<file path="src/rtl/commit_watchdog.sv">
// Retirement monitor for an RVFI commit port: checks order, PC continuity and x0 writes,
// detects the jump-to-self halt idiom and raises a stall timeout when commits stop.
module commit_watchdog #(
  parameter int unsigned TIMEOUT_CYCLES = 1000,
  parameter int unsigned CNT_W          = 32
) (
  input  logic        clk,
  input  logic        rst_n,
  input  logic        commit,
  input  logic [63:0] order,
  input  logic [31:0] pc_rdata,
  input  logic [31:0] pc_wdata,
  input  logic        load_regfile,
  input  logic [4:0]  rd_addr,
  input  logic [31:0] rd_wdata,
  output logic        halt,
  output logic        timeout,
  output logic [7:0]  errcode,
  output logic [63:0] commit_count
);

  typedef enum logic [1:0] {StRun, StHalted, StError} state_e;

  localparam logic [7:0] ErrNone    = 8'd0;
  localparam logic [7:0] ErrOrder   = 8'd1;
  localparam logic [7:0] ErrX0Write = 8'd2;
  localparam logic [7:0] ErrPcJump  = 8'd3;
  localparam logic [7:0] ErrStall   = 8'd4;

  state_e           state_q;
  logic [63:0]      exp_order_q;
  logic [31:0]      prev_pc_wdata_q;
  logic             have_prev_q;
  logic [CNT_W-1:0] stall_cnt_q;
  logic             halt_q;
  logic             timeout_q;
  logic [7:0]       errcode_q;
  logic [63:0]      commit_count_q;

  logic             order_err;
  logic             x0_err;
  logic             pc_err;
  logic [7:0]       chk_code;
  logic [CNT_W-1:0] stall_cnt_d;

  always_comb begin
    order_err   = (order != exp_order_q);
    x0_err      = load_regfile && (rd_addr == 5'd0) && (rd_wdata != 32'd0);
    pc_err      = have_prev_q && (pc_rdata != prev_pc_wdata_q);
    stall_cnt_d = stall_cnt_q + 1'b1;
    // Lowest failing code wins when several checks trip together.
    if (order_err) begin
      chk_code = ErrOrder;
    end else if (x0_err) begin
      chk_code = ErrX0Write;
    end else if (pc_err) begin
      chk_code = ErrPcJump;
    end else begin
      chk_code = ErrNone;
    end
  end

  always_ff @(posedge clk or negedge rst_n) begin
    if (!rst_n) begin
      state_q         <= StRun;
      exp_order_q     <= 64'd0;
      prev_pc_wdata_q <= 32'd0;
      have_prev_q     <= 1'b0;
      stall_cnt_q     <= '0;
      halt_q          <= 1'b0;
      timeout_q       <= 1'b0;
      errcode_q       <= ErrNone;
      commit_count_q  <= 64'd0;
    end else begin
      case (state_q)
        StRun: begin
          if (commit) begin
            if (chk_code != ErrNone) begin
              state_q   <= StError;
              errcode_q <= chk_code;
            end else begin
              exp_order_q     <= exp_order_q + 64'd1;
              commit_count_q  <= commit_count_q + 64'd1;
              prev_pc_wdata_q <= pc_wdata;
              have_prev_q     <= 1'b1;
              stall_cnt_q     <= '0;
              if (pc_wdata == pc_rdata) begin
                state_q <= StHalted;
                halt_q  <= 1'b1;
              end
            end
          end else begin
            stall_cnt_q <= stall_cnt_d;
            if (stall_cnt_d == CNT_W'(TIMEOUT_CYCLES)) begin
              state_q   <= StError;
              timeout_q <= 1'b1;
              errcode_q <= ErrStall;
            end
          end
        end
        // Terminal states: everything holds until reset.
        default: ;
      endcase
    end
  end

  assign halt         = halt_q;
  assign timeout      = timeout_q;
  assign errcode      = errcode_q;
  assign commit_count = commit_count_q;

endmodule

</file>
<file path="config.mk">
export PLATFORM = sky130hd
export DESIGN_NAME = commit_watchdog
export DESIGN_NICKNAME = d
export VERILOG_FILES = /design/src/rtl/commit_watchdog.sv
export SDC_FILE = /design/constraint.sdc
export NUM_CORES = 1
export LEC_CHECK = 0
export BUFFER_PORTS_ARGS = -buffer_cell sky130_fd_sc_hd__clkbuf_2
export CORE_UTILIZATION = 40
export DETAILED_ROUTE_END_ITERATION = 6
export HOLD_SLACK_MARGIN = 0.12
export MAX_ROUTING_LAYER = met4
export PLACE_DENSITY_LB_ADDON = 0.25
export SLEW_MARGIN = 15
export SYNTH_ARGS = -nofsm -noshare
export SYNTH_HDL_FRONTEND = slang
export SYNTH_SLANG_ARGS = --single-unit
</file>
<file path="constraint.sdc">
create_clock -name clk -period 2.95 [get_ports clk]
set_clock_uncertainty 0.2 [all_clocks]
set_input_delay 0.4425 -clock clk [delete_from_list [all_inputs] [get_ports clk]]
set_output_delay 0.4425 -clock clk [all_outputs]
set_load 0.03 [all_outputs]
</file>
==> flow_summary.yaml <==
die:
  io-pin-count: 243
  fp.dieW_um: 173
  die_h_um: 173
  start_util_pct: 40.7
  num_rows: 62
  dieArea_um2: 29900
  fp.coreArea_um2: 28700
global_routing:
  antenna_found_initial: 0
  track_usage_pct: 24.7
  grt_max_degree: 68
  grt_pass1_vias: 11052
  grt-ovfl-total: 0
  grt_pass1_wl_mm: 57.8
placement:
  hpwl_mm: 25.3
  place_congestion: 0.909
  preCtsSetupSlack_ns: -0.352
  port_buffers: 237
  place_area_um2: 14100
finish:
  n_antenna_cell: 0
  drive_above_1_share_pct: 36.5
  fin_area_um2: 16300
  layout-area-overhead-vs-synth_pct: 39.0
  nNetsFinal: 1759
  fin_util_pct: 56.6
clock_network:
  cts_tree: "yes"
  root_buffer: "clkbuf_16"
  numCtsBuffers: 17
  cts.clk_slew.worst_paths_ns: 0.09
  insertion_delay_ns: 0.45
  cts.htree.levels: 4
  cts_sinks: 200
  clockBufferDepth: 2
synthesis:
  synth_compound_area_share_pct: 5.40
  netlist_area_um2: 11700
  yosysTopAreaCell: "dfrtp_1"
  synth_xor_area_share_pct: 19.4
  synth_top_area_share_pct: 42.8
  ys_types: 58
  yosysMostFrequentCell: "xor2_1"
  avgSynthCellArea_um2: 9.56
  synth_top_family_by_area: "simple AND/OR/NAND/NOR gates"
  synth_mux_area_share_pct: 3.72
  synth_edf_count: 0
  synth-seq-area-share_pct: 42.8
  synth_area_leaders: "dfrtp_1 43%, xor2_1 18%, nor4_1 4.6%, nor3_1 4.0%, mux2_2 3.5%"
  synth_ff_type: "dfrtp_1"
  synthAdderAreaFrac_pct: 0.321
  async_reset_ff_share_pct: 100
  synthCells: 1224
  ys_ff_latch: 200
  synth_commonest_cells: "236 x xor2_1, 200 x dfrtp_1, 94 x nor3_1"
  synth-simple-area-share_pct: 24.6
  yosysWarnings: 0
setup_path:
  cp.arrival_ns: 3.27
  cp.required_ns: 3.12
  critPathBufInv: 4
  crit_family: "simple AND/OR/NAND/NOR gates"
  cpPeakStageDelay_ns: 0.41
  start_kind: "flop"
  cp_slowest_cell: "dfrtp_1"
  cp_max_fo: 17
  setup.worst_path.class: "reg -> reg"
  path_cells: "xor2_1, nor4_2, nand4_1, nor4_4, buf_4, nand4_1, buf_6, buf_16, buf_4, nor4_4, xor2_1"
  endpoint_kind: "flop"
routing:
  drc_errors: 0
  finalWirelength_mm: 36.8
  wire_per_inst_um: 18.6
  drt_pre_antenna_iters: 6
  drt_iter0_drc: 801
  vias: 10855
  ant_nets: 0
  viasPerCell: 5.47
pwr:
  pwr_density_cell_nw_per_um2: 349
  p_leak_nw: 8.57
  peakVddDrop_mv: 0.343
sta:
  fmax_ghz: 0.322
  slew_headroom_pct: 48.2
  post-route-period-util_pct: 105
  slew_viol_final: 0
  fin_crit_ns: 3.10
  rsz0062_at_grt: "yes"
  postLayoutSetupSlackWorst_ns: -0.152
  setup_viol: 115
  tightest_slew_ns: 0.776
  hold_viol_final: 0
outcome:
  outcome: "finished with violations"
  violations: "setup timing"
run:
  max-cap-violations: 0
min_path:
  holdCritPathClass: "in -> reg"
cell families (layout without fill, tap and decap cells):
kind of cell / after synthesis / after routing
compound gates: 94 / 94
simple gates: 522 / 522
fa+ha+maj: 3 / 3
buf+inv: 106 / 478
flops: 200 / 200
xor+xnor: 259 / 259
other cells: 1 / 5
mux: 39 / 39
where the power goes:
group	total, W	internal, W	switching [W]	leakage (nW)
combinational	0.000420	0.000192	0.000228	5.62
sequential	0.00275	0.00274	0.00000493	2.64
clock	0.00250	0.00124	0.00126	0.301
placed cells by master (no fill, tap or decap), types with 4 or more instances in the layout:
cell type      instances
a211oi_1               5
a21oi_1               17
a22o_1                 4
a31oi_1               20
and2_1                 5
and3_1                16
and4_1                21
buf_12                 8
buf_4                130
buf_6                  5
clkbuf_16             19
clkbuf_2             236
clkinv_8               5
conb_1                 5
dfrtp_1              196
dfrtp_2                4
dlygate4sd3_1         33
inv_1                 29
mux2_2                36
nand2_1               83
nand2b_1               7
nand3_1               63
nand4_1               58
nor2_1                47
nor3_1                24
nor3_2                37
nor3_4                35
nor4_1                53
nor4_2                21
nor4_4                15
nor4b_1                4
o21ai_0               15
o2bb2ai_1              6
or2_2                  7
or3_1                  7
xnor2_1               23
xor2_1               236
metrics by stage:
step	instances	power [W]	setup TNS, ns	hold slack [ns]
after detailed placement	1899	0.00318	-34.99	0.218
after global routing	1984	0.00586	-22.78	0.243
final	1984	0.00567	-9.64	0.253
after CTS	1970	0.00572	-0.349	0.222
after floorplan	1228	0.00292	0	-0.0531
after global placement	1899	0.00318	-38.35	0.218
metal layers:
metal  global-route usage, %  wire [um]
met1                    31.7      15900
met2                    39.4      17900
met3                    4.42       2200
met4                    8.08        859
met5                       -          0
repair_timing:
action,CTS,global route
hold endpoints to repair,75,0
hold buffers,33,0
endpoints found under the setup margin,161,179
buffers inserted,5,12
gates cloned,1,3
resized for setup,72,117
pin swaps,9,29
cell type report:
type / count / area [um2]
flip-flops and latches: 200 / 5010
clock inverters: 15 / 204
clock buffers: 17 / 425
repair buffers: 416 / 2800
well taps: 384 / 480
inverters: 30 / 113
fillers: 2520 / 12400
multi-input cells: 922 / 7230
tightest hold or removal path, stage by stage:
cell and delay [ns]:
clkbuf_2 0.12, buf_4 0.21, o2bb2ai_1 0.07
state kept, by name (all words and copies together), names as in the netlist:
register	count
errcode	3
exp_order_q	64
commit_count	64
stall_cnt_q	32
prev_pc_wdata_q	32
have_prev_q	1
halt	1
state_q	2
timeout	1
worst paths after layout:
check	depth (start not counted)	to	start	slack, ns
max in group asynchronous	3	prev_pc_wdata_q[19]$_DFFE_PN0P_	rst_n	1.41
worst min register to register	1	halt$_DFFE_PN0P_	halt$_DFFE_PN0P_	0.27
worst max register to register	11	exp_order_q[58]$_DFFE_PN0P_	exp_order_q[53]$_DFFE_PN0P_	-0.15
min in group asynchronous	2	exp_order_q[16]$_DFFE_PN0P_	rst_n	0.30
worst min-delay path	3	stall_cnt_q[18]$_DFFE_PN0P_	commit	0.25
worst max-delay path	11	exp_order_q[58]$_DFFE_PN0P_	exp_order_q[53]$_DFFE_PN0P_	-0.15
(Power assumes the default switching activity.)
